`config.mk`:
```
export PLATFORM = sky130hd
export DESIGN_NAME = in_fifo_sync
export DESIGN_NICKNAME = d
export VERILOG_FILES = /design/src/rtl/in_fifo_sync.sv
export SDC_FILE = /design/constraint.sdc
export NUM_CORES = 1
export LEC_CHECK = 0
export BUFFER_PORTS_ARGS = -buffer_cell sky130_fd_sc_hd__buf_2
export CAP_MARGIN = 5
export CORE_MARGIN = 2
export CORE_UTILIZATION = 54
export DETAILED_ROUTE_END_ITERATION = 8
export GPL_ROUTABILITY_DRIVEN = 0
export HOLD_SLACK_MARGIN = 0.15
export PLACE_DENSITY = 0.75
export REMOVE_ABC_BUFFERS = 1
export SLEW_MARGIN = 10
export SYNTH_ARGS = -nofsm -noshare
export SYNTH_HDL_FRONTEND = slang
export SYNTH_SLANG_ARGS = --single-unit
export TNS_END_PERCENT = 20
```
`constraint.sdc`:
```
create_clock -name i_clk -period 3.8 [get_ports i_clk]
set_input_delay 0.19 -clock i_clk [delete_from_list [all_inputs] [get_ports i_clk]]
set_output_delay 0.19 -clock i_clk [all_outputs]
set_load 0.01 [all_outputs]
```
`src/rtl/in_fifo_sync.sv`:
```
// rtl/in_fifo_sync.sv - single-clock first-word-fall-through input FIFO feeding a processor inport
module in_fifo_sync #(
  parameter int DEPTH       = 16,
  parameter int WIDTH       = 8,
  parameter int ALMOST_FULL = DEPTH - 2
) (
  input  logic                       i_clk,
  input  logic                       i_rst_n,
  input  logic [WIDTH-1:0]           i_data,
  input  logic                       i_data_wr,
  output logic                       o_data_full,
  output logic                       o_data_almost_full,
  output logic [WIDTH-1:0]           o_inport_data,
  output logic                       o_inport_empty,
  input  logic                       i_inport_rd,
  output logic [$clog2(DEPTH):0]     o_count,
  output logic                       o_overflow,
  input  logic                       i_clear_overflow
);

  localparam int AW = $clog2(DEPTH);
  localparam logic [AW:0] PTR_ONE = {{AW{1'b0}}, 1'b1};
  localparam logic [AW:0] AF_LEVEL = ALMOST_FULL[AW:0];

  logic [WIDTH-1:0] mem [DEPTH];
  logic [AW:0]      wr_ptr;
  logic [AW:0]      rd_ptr;
  logic             empty;
  logic             full;
  logic             wr_en;
  logic             rd_en;

  // Flags decode the pointer registers only, never the strobes.
  assign empty   = (wr_ptr == rd_ptr);
  assign full    = (wr_ptr[AW] != rd_ptr[AW]) && (wr_ptr[AW-1:0] == rd_ptr[AW-1:0]);
  assign o_count = wr_ptr - rd_ptr;

  assign wr_en = i_data_wr && !full;
  assign rd_en = i_inport_rd && !empty;

  assign o_inport_empty     = empty;
  assign o_data_full        = full;
  assign o_data_almost_full = (o_count >= AF_LEVEL);
  assign o_inport_data      = empty ? '0 : mem[rd_ptr[AW-1:0]];

  always_ff @(posedge i_clk) begin
    if (wr_en) begin
      mem[wr_ptr[AW-1:0]] <= i_data;
    end
  end

  always_ff @(posedge i_clk or negedge i_rst_n) begin
    if (!i_rst_n) begin
      wr_ptr <= '0;
      rd_ptr <= '0;
    end else begin
      if (wr_en) begin
        wr_ptr <= wr_ptr + PTR_ONE;
      end
      if (rd_en) begin
        rd_ptr <= rd_ptr + PTR_ONE;
      end
    end
  end

  // A dropped write outranks a same-cycle clear so no overflow event is lost.
  always_ff @(posedge i_clk or negedge i_rst_n) begin
    if (!i_rst_n) begin
      o_overflow <= 1'b0;
    end else if (i_data_wr && full) begin
      o_overflow <= 1'b1;
    end else if (i_clear_overflow) begin
      o_overflow <= 1'b0;
    end
  end

endmodule

```
# After elaboration in Yosys (flattened, before gate mapping)
# Memories as Yosys holds them, arrays and structs flattened.
# Index checks and enable logic that the tools add are counted.
[totals] memories=1 regBits=11 inputBits=13 mem_bits_rw=128
[mem_list] name="mem" depth=16 word_bits=8 read_ports=1 rd_ports_with_merged_regs=0 wr=1 line="25" text="logic [WIDTH-1:0] mem [DEPTH];"
[op_classes] add_sub_neg=3 order_cmp=1 n_mux=5 n_eq_ne=3 reduce_logical=7
[op_table] op="$add 5x1->5 const B" n=2
[op_table] op="$mux 8" n=1
[op_table] op="$eq 5x5->1" n=1
[op_table] op="$ge 5x4->1 const B" n=1
[op_table] op="$sub 5x5->5" n=1
[op_table] op="$eq 4x4->1" n=1
[op_table] op="$logic_and 1x1->1" n=4
[op_table] op="$mux 1" n=4
[op_table] op="$logic_not 1->1" n=2
[op_table] op="$reduce_bool 2->1" n=1
[op_table] op="$ne 1x1->1" n=1

# Depth between registers and ports, before layout
# Gate-level depths: netlist of run 1.
[depth] depth_word=6 ltp_mapped=9 depth_no_buf=8

# Worst setup path before layout of run 1
# OpenSTA, ideal clock, no wires.
[synth_path] path_type="register to register" startpoint="register rd_ptr[2]" endpoint="memory mem[3][0] (enable)" n_path_buf=3 arrival_time_ns=2.279 setup_time_ns=0.383 stages_incl_launch_ff=10 required_ns=3.417 path_slack_ns=1.137 path_cell_list="dfrtp_1 clkbuf_1 buf_2 inv_1 ha_1 nand4_1 o21a_1 buf_2 nand2_1 nor3_1"
[synth_via] elab_chain_cells=6
[synth_rtl] item="from (decl)" line="27" text="logic [AW:0] rd_ptr;"
[synth_rtl] item="from (signal assigned)" line="61" text="rd_ptr <= rd_ptr + PTR_ONE;"
[synth_rtl] item="$eq 4x4->1" line="35" text="assign full = (wr_ptr[AW] != rd_ptr[AW]) && (wr_ptr[AW-1:0] == rd_ptr[AW-1:0]);"
[synth_rtl] item="$logic_and 1x1->1" line="35"
[synth_rtl] item="$logic_not 1->1" line="38" text="assign wr_en = i_data_wr && !full;"
[synth_rtl] item="$logic_and 1x1->1" line="38"
[synth_rtl] item="$mux 1" line="47" text="if (wr_en) begin"
[synth_rtl] item="$mux 1 (not written as such)" line="48" text="mem[wr_ptr[AW-1:0]] <= i_data;"
[synth_rtl] item="to (decl)" line="25"
# Every way passes these cells.

# Final worst setup path of run 1
[layout_path] startpoint="register rd_ptr[0]" endpoint="output o_inport_data[4]"
[layout_via] elab_chain_cells=2 elab_cells_between_ends=3
[layout_rtl] item="$mem_v2 16x8 or $eq 5x5->1 (tied branches)"
[layout_rtl] item="$mux 8 *" line="44" text="assign o_inport_data = empty ? '0 : mem[rd_ptr[AW-1:0]];"
[layout_rtl] item="to (decl)" line="13" text="output logic [WIDTH-1:0] o_inport_data,"
# Mark *: on every way between the ends. The rest lies on a longest branch, timed or not.

==> flow_summary.rst, run 1 <==
.. list-table::
   :header-rows: 1

   * - Metric
     - Value
   * - Overall fraction of global-route tracks in use
     - 0.2225
   * - Startpoint Class
     - flop
   * - Detailed router's first-iteration violation count
     - ~320
   * - Crit path cell chain
     - buf_4 -> mux4_1 -> mux2_2 -> o21ai_0 -> a21oi_1 -> buf_2
   * - Required time of the critical path
     - about 3.6 ns
   * - First-pass GRT wire length
     - 17640 um
   * - Number of clock buffers inserted by TritonCTS
     - 17
   * - Crit Path Category
     - flop to output port
   * - Max Buffers Root-to-Sink
     - 2
   * - Total of fill cells in the finished design
     - around 680
   * - Number of buffers and inverters on the critical path
     - 2
   * - Multi-input logic area
     - 1483 um^2
   * - Instance count after placement with tap cells included
     - 456
   * - Async set-or-reset flop fraction in the synthesized netlist
     - 0.07914
   * - CTS H-tree lvls
     - 4
   * - Distinct cell type count after synthesis
     - 36
   * - Cell class contributing the biggest share of worst-path delay
     - multiplexers
   * - Final std cells w/o fill
     - 501
   * - Post-synthesis adder-cell area fraction
     - 0.02314
   * - Critical path capture point type
     - output port
   * - Core footprint
     - roughly 10000 um^2
   * - Number of detailed-route iterations in the first pass
     - 7
   * - Routed via count
     - 2982
   * - Critical path arrival
     - 3.04 ns
   * - Status
     - finished clean
   * - Clock sinks
     - 139
   * - Worst setup skew after layout
     - 0.007315 ns
   * - Antenna diodes
     - 0
   * - Power per cell area
     - 822.5 nW/um^2
   * - Count of state elements after synthesis
     - about 140
   * - Library cell used as clock root buffer
     - clkbuf_8
   * - Ratio of routed vias to standard cells
     - 5.952
   * - Setup_tns
     - 0 ns
   * - Share of synthesized area spent on multiplexers
     - 0.1607
   * - WL/cell
     - 23.05 um
   * - Placement Setup Slack
     - 0.9017 ns
   * - Synth Instances
     - 297
   * - Number of enable-type register cells in the synthesized netlist
     - 128
   * - Normalized max-slew margin
     - 0.4468
   * - Number of I/O port buffers
     - 29
   * - Initial cell density of the core
     - 0.5552
   * - Count of nets after finishing
     - around 380
   * - Post-DP HPWL
     - 7243 um
   * - Initial antenna violation count
     - 0
   * - Count of final hold-check violations
     - 0
   * - Row count
     - 37
   * - Setup bufs post-CTS
     - 0
   * - Sequential share of the synthesized area
     - 0.7186
   * - Simple logic cell fraction of the synthesized area
     - 0.03362
   * - Unrepaired setup endpoints after global routing
     - false
   * - Slowest cell on the critical path
     - mux4_1
   * - Total length of routed wires
     - 11550 um
   * - Vias in the first global route
     - 2917
   * - Pin count of the biggest net entering global routing
     - 26
   * - Overall overflow remaining after global route
     - 0
   * - Main synth FF type
     - edfxtp_1
   * - Min setup slack post-route
     - 0.5687 ns
   * - Final critical-path share of the clock period
     - 0.8503
   * - Number of routed nets with antenna violations
     - 0
   * - Clock period minus final worst setup slack
     - ~3.2 ns
   * - Maximum single-stage delay on the critical path
     - 0.69 ns
   * - Complex-gate fraction of the synthesized area
     - 0.02445
   * - Insertion delay to the later sink of the worst-skew pair
     - 0.53 ns
   * - Total setup violations reported at the end of the flow
     - 0
   * - Number of max-slew violations in the final report
     - 0
   * - Share of cells above drive strength 1
     - 0.2767
   * - Leakage
     - 2.369 nW
   * - Hold Path Class
     - primary input to flop
   * - Clock transition at path regs
     - 0.06 ns
   * - Die Ht
     - 107.0 um
   * - TritonCTS clock tree
     - yes
   * - Xor/xnor share of the synthesized area
     - 0.01681
   * - Crit Path Max Fanout
     - 25
   * - Largest family of logic cells by synthesized area
     - multiplexers
   * - Per-instance average area after synthesis
     - 19.30 um^2
   * - Slew at the pin closest to its max-slew limit
     - 0.8268 ns
   * - Final routed DRC violation total
     - 0
   * - Highest Clock Rate
     - 309.5 MHz
   * - Yosys warning count
     - 0
   * - Seq. cell area
     - 4120 um^2
   * - Area of the die
     - between 10000 and 15000 um^2
   * - Number of placed I/O pins
     - 30
   * - Post-synthesis cell area
     - 5732 um^2
   * - Worst VDD drop
     - 566.7 uV
   * - Core utilization of the finished layout
     - 0.6506
   * - Synthesis-to-layout area growth
     - 17.18%
   * - Maximum Capacitance Violations
     - 0
   * - Die Width
     - around 110 um
-- final cells by class --
| cell class | instances | area share |
|---|---|---|
| Clock buffer | 17 | 0.06166 |
| Clock inverter | 15 | 0.02329 |
| Inverter | 10 | 0.005589 |
| Multi-Input combinational cell | 134 | 0.2208 |
| Sequential cell | 139 | 0.6134 |
| Tap cell | 136 | 0.02534 |
| Timing Repair Buffer | 50 | 0.04993 |
-- synthesized netlist by cell type, types with 2 or more instances --
master	n	area (um^2)
nand3_1	3	15.01
buf_6	2	22.52
inv_1	8	30.03
nand2_1	11	41.29
xnor2_1	10	87.58
o21ai_0	6	30.03
dfrtp_1	11	275.3
and3_1	2	12.51
nor2_1	12	45.04
o21a_1	2	15.01
mux4_2	24	540.5
inv_2	2	7.510
o21ai_1	3	15.01
edfxtp_1	128	3844
buf_2	4	20.02
nand4_1	3	18.77
nor3_1	4	20.02
a21oi_1	9	45.04
clkbuf_1	6	22.52
mux2i_1	8	80.08
mux4_1	8	210.2
mux2_2	8	90.09
nand2b_1	2	12.51
ha_1	9	112.6
-- what timing repair did --
item / 4_1_cts / 5_1_grt
gates resized for setup: 0 / 0
hold buffers: 13 / 0
hold endpoints to repair: 145 / 0
-- sequential cells by signal (all words and copies together), names as in the netlist --
register	cells
mem	128
o_overflow	1
wr_ptr	5
rd_ptr	5
-- metrics by stage --
step,hold slack [ns],total power [mW],cell area (um^2)
finish,0.1935,5.524,6716
global route,0.1942,5.796,6716
CTS,0.1762,5.542,6716
detailed placement,0.07837,3.954,6016
global placement,0.07673,3.927,6016
floorplan,-0.1056,3.287,5639
-- tightest hold or removal path: stages --
cell and delay (ns):
buf_2 0.11, o21a_1 0.21, xnor2_1 0.17
-- power breakdown --
group,internal [mW],total [mW],switching (mW)
Clock,0.984,1.57,0.589
Combinational,0.882,1.95,1.06
Sequential,1.88,2.00,0.129
Total,3.74,5.52,1.78
-- kinds of logic after synthesis --
kind of cell / after synthesis
and+or+nand+nor: 41
DFF: 139
xor gates and xnor gates: 11
adders and majority gates: 10
muxes: 48
buffers and inverters: 24
AOI/OAI and AO/OA: 24
-- worst paths after layout --
check                           from                to  slack [ns]  cells after the start
hold / removal             i_data_wr         wr_ptr[0]        0.19                      3
hold reg to reg            rd_ptr[4]         rd_ptr[4]        0.49                      1
setup reg to reg           rd_ptr[3]         mem[9][0]        0.90                      7
max in group asynchronous    i_rst_n         rd_ptr[0]        2.74                      3
min in group asynchronous    i_rst_n         rd_ptr[4]        0.69                      3
setup / recovery           rd_ptr[0]  o_inport_data[4]        0.57                      6
-- per-layer routing --
layer | share of wire | routed length (um) | vias to the layer above | track usage
met1 | 0.44 | 5055 | 1529 | 0.3120
met3 | 0.068 | 784 | 21 | 0.07356
met5 | 0 | 0 | - | 0
met2 | 0.47 | 5483 | 130 | 0.3309
met4 | 0.019 | 224 | 0 | 0.07885
li1 | - | - | 1302 | -
-- cells in the final DEF (no fill, tap or decap), types with 4 or more instances in the layout --
master | synthesis | layout
mux2_2 | 8 | 8
dfrtp_1 | 11 | 10
dlygate4sd3_1 | 0 | 13
mux2i_1 | 8 | 8
mux4_2 | 24 | 24
buf_2 | 4 | 29
clkinv_2 | 0 | 4
xnor2_1 | 10 | 10
nor2_1 | 12 | 12
edfxtp_1 | 128 | 128
mux4_1 | 8 | 8
nand2_1 | 11 | 11
clkinv_1 | 0 | 4
ha_1 | 9 | 9
nor3_1 | 4 | 4
inv_1 | 8 | 8
a21oi_1 | 9 | 9
buf_4 | 1 | 8
clkbuf_16 | 0 | 16
o21ai_0 | 6 | 6
Note: power is estimated with default switching activity, not from simulation.
==> inputs of run 2 (changes only) <==
- ABC_AREA: not set -> 1
- PLACE_DENSITY: 0.75 -> 0.74
==> flow_summary.rst, run 2 <==
.. list-table::
   :header-rows: 1

   * - Metric
     - Value
   * - Slowest cell on the critical path
     - inv_2
   * - Number of placed I/O pins
     - 30 (unchanged)
   * - Area of the die
     - 12670 um^2 (+11%)
   * - Xor/xnor share of the synthesized area
     - 0.01651 (-0.0002959)
   * - Startpoint Class
     - flop
   * - Power per cell area
     - 818.4 nW/um^2 (-0.50%)
   * - Synth Instances
     - 637 (+110%)
   * - Post-synthesis adder-cell area fraction
     - 0.02084 (-0.002302)
   * - Post-DP HPWL
     - 9525 um (+32%)
   * - Number of clock buffers inserted by TritonCTS
     - 17 (unchanged)
   * - Critical path capture point type
     - output port
   * - Ratio of routed vias to standard cells
     - 5.399 (-9.3%)
   * - Routed via count
     - 4454 (+49%)
   * - Library cell used as clock root buffer
     - clkbuf_16
   * - Core footprint
     - 11470 um^2 (+11%)
   * - Number of detailed-route iterations in the first pass
     - 5 (-2)
   * - Die Ht
     - 112.6 um (+5.2%)
   * - Distinct cell type count after synthesis
     - 24 (-33%)
   * - Total setup violations reported at the end of the flow
     - 0 (unchanged)
   * - Async set-or-reset flop fraction in the synthesized netlist
     - 0.07914 (unchanged)
   * - Cell class contributing the biggest share of worst-path delay
     - buffers and inverters
   * - Crit path cell chain
     - inv_2 -> nand2_1 -> nand2_1 -> nand2_1 -> nand3_1 -> nand3_1 -> a21oi_1 -> buf_2
   * - Highest Clock Rate
     - 339.7 MHz (+9.8%)
   * - WL/cell
     - 17.76 um (-23%)
   * - Worst setup skew after layout
     - 0.006996 ns (-0.0003190 ns)
   * - Number of buffers and inverters on the critical path
     - 2 (unchanged)
   * - Antenna diodes
     - 0 (unchanged)
   * - Critical path arrival
     - 2.75 ns (-0.29 ns)
   * - Initial antenna violation count
     - 0 (unchanged)
   * - Per-instance average area after synthesis
     - 9.992 um^2 (-48%)
   * - Clock sinks
     - 139 (unchanged)
   * - CTS H-tree lvls
     - 4 (unchanged)
   * - Complex-gate fraction of the synthesized area
     - 0.01710 (-0.007346)
   * - Vias in the first global route
     - 4399 (+51%)
   * - Pin count of the biggest net entering global routing
     - 66 (+150%)
   * - Setup bufs post-CTS
     - 0 (unchanged)
   * - Maximum single-stage delay on the critical path
     - 0.84 ns (+0.15 ns)
   * - Overall overflow remaining after global route
     - 0 (unchanged)
   * - Number of I/O port buffers
     - 29 (unchanged)
   * - Row count
     - 39 (+5.4%)
   * - Main synth FF type
     - edfxtp_1
   * - Share of the synthesized area in the top cell type
     - 0.6039 (-0.06670)
   * - Yosys warning count
     - 0 (unchanged)
   * - Sequential share of the synthesized area
     - 0.6471 (-0.07148)
   * - Required time of the critical path
     - 3.61 ns (about the same)
   * - Overall fraction of global-route tracks in use
     - 0.2489 (+0.02640)
   * - Leading cell types in the layout, fill and taps excluded
     - nand2_1, edfxtp_1, inv_1, nand3_1, buf_2
   * - Post-route worst hold slack
     - 0.1743 ns (-0.01917 ns)
   * - Total length of routed wires
     - 14650 um (+27%)
   * - TritonCTS clock tree
     - yes
   * - Status
     - finished clean
   * - Largest family of logic cells by synthesized area
     - simple AND/OR/NAND/NOR gates
   * - Detailed router's first-iteration violation count
     - 454 (+43%)
   * - Most instantiated cells after synthesis
     - nand2_1, edfxtp_1, inv_1, nand3_1, nor2_1
   * - Count of state elements after synthesis
     - 139 (unchanged)
   * - Final routed DRC violation total
     - 0 (unchanged)
   * - Initial cell density of the core
     - 0.5550 (about the same)
   * - Post-synthesis cell area
     - 6365 um^2 (+11%)
   * - Insertion delay to the later sink of the worst-skew pair
     - 0.43 ns (-0.10 ns)
   * - Leakage
     - 3.193 nW (+35%)
   * - Clock transition at path regs
     - 0.05 ns (about the same)
   * - Hold Path Class
     - primary input to async pin
   * - Setup_tns
     - 0 ns (unchanged)
   * - Crit Reg-Reg Endpoint
     - mem[14][6]
   * - Final critical-path share of the clock period
     - 0.7748 (-0.07557)
   * - Unrepaired setup endpoints after global routing
     - false
   * - Crit Path Max Fanout
     - 65 (+160%)
   * - Worst R2R Start
     - rd_ptr[1]
   * - Most common library cell in the layout ignoring fill and taps
     - nand2_1
   * - Number of routed nets with antenna violations
     - 0 (unchanged)
   * - Leading area contributor after synthesis
     - edfxtp_1
   * - Normalized max-slew margin
     - 0.2932 (-0.1535)
   * - Cell count of the worst reg-to-reg path
     - 9 (+2)
   * - Crit Path Category
     - flop to output port
   * - Synthesis-to-layout area growth
     - 12.44%
   * - First-pass GRT wire length
     - 23290 um (+32%)
   * - Synth top area cells
     - edfxtp_1, nand2_1, nand3_1, inv_1, dfrtp_1
   * - Most frequent cell after synthesis
     - nand2_1
   * - Number of enable-type register cells in the synthesized netlist
     - 128 (unchanged)
   * - Number of max-slew violations in the final report
     - 0 (unchanged)
   * - Clock period minus final worst setup slack
     - 2.944 ns (-0.2872 ns)
   * - Simple logic cell fraction of the synthesized area
     - 0.2113 (+0.1777)
   * - Count of final hold-check violations
     - 0 (unchanged)
   * - Most prevalent standard cell on the critical path
     - nand2_1
   * - Worst VDD drop
     - 554.7 uV (-2.1%)
   * - Max Buffers Root-to-Sink
     - 2 (unchanged)
   * - Slew at the pin closest to its max-slew limit
     - 1.059 ns (+0.2318 ns)
   * - Count of nets after finishing
     - 692 (+85%)
   * - Share of cells above drive strength 1
     - 0.1334 (-0.1433)
   * - Share of synthesized area spent on multiplexers
     - 0 (-0.1607)
   * - Maximum Capacitance Violations
     - 0 (unchanged)
   * - Die Width
     - 112.6 um (+5.2%)
   * - Reg-to-reg setup timing slack
     - 1.00 ns (+0.10 ns)
   * - Flip-flop count of the largest register, all copies and words added
     - 128 (unchanged)
run 2: worst reg2reg max path, stage by stage (launching register included):
cell	delay, ns
dfrtp_1	0.36
clkinv_2	0.38
ha_1	0.45
nand2_1	0.11
nor3_2	0.06
nand2_1	0.13
nand2_2	0.13
inv_2	0.13
nand2_2	0.12
nor2_1	0.56
run 2: what timing repair did:
item,CTS,global route
hold buffers,5,0
endpoints found under the setup margin,0,0
endpoints found under the hold margin,17,0
gates resized for setup,0,0
run 2: worst max path at each step:
stage	start	end	slack, ns	cells after the start
after global placement	rd_ptr[1]	mem[4][4]	1.16	9
after CTS	rd_ptr[0]	o_inport_data[2]	0.88	8
after detailed placement	rd_ptr[1]	mem[14][1]	1.06	9
after global routing	rd_ptr[0]	o_inport_data[0]	0.64	8
after floorplan	rd_ptr[1]	mem[3][0]	0.79	9
final	rd_ptr[0]	o_inport_data[2]	0.86	8
run 2: metrics by stage:
| stage | area [um^2] | total power, mW | instances | setup slack [ns] | utilization |
|---|---|---|---|---|---|
| after floorplan | 6221 | 3.512 | 614 | 0.7911 | - |
| after global placement | 6561 | 4.238 | 788 | 1.160 | 0.5722 |
| after detailed placement | 6561 | 4.289 | 788 | 1.057 | 0.5722 |
| after CTS | 7157 | 5.838 | 825 | 0.8762 | 0.6241 |
| after global routing | 7157 | 6.193 | 825 | 0.6354 | 0.6241 |
| final | 7157 | 5.857 | 825 | 0.8559 | 0.6241 |
run 2: where the power goes:
| group | switching [mW] | total [mW] | internal (mW) |
|---|---|---|---|
| Clock | 0.587 | 1.54 | 0.956 |
| Combinational | 1.54 | 2.28 | 0.739 |
| Sequential | 0.152 | 2.03 | 1.88 |
| Total | 2.28 | 5.86 | 3.58 |
run 2: metal layers:
layer,vias to the layer above,global-route usage,wire length [um]
li1,2089,-,-
met1,2145,0.3184,6012
met2,185,0.3944,7089
met3,35,0.07289,1132
met4,0,0.1154,416
met5,-,0,0
run 2: cells by family (layout without fill, tap and decap cells):
logic type / after synthesis / in the layout
adder cells (fa/ha/maj): 10 / 10
XOR/XNOR: 12 / 12
flip-flops: 139 / 139
AO/OA/AOI/OAI: 16 / 16
buffers and inverters: 132 / 177
AND/OR/NAND/NOR: 328 / 328
run 2: final cells by class:
cell class,instances,area [um^2]
Clock inverter,9,97.59
Inverter,109,410.4
Multi-Input combinational cell,366,1692
Timing Repair Buffer,36,210.2
Tap cell,143,178.9
Sequential cell,139,4120
Fill cell,896,4310
Clock buffer,23,447.9
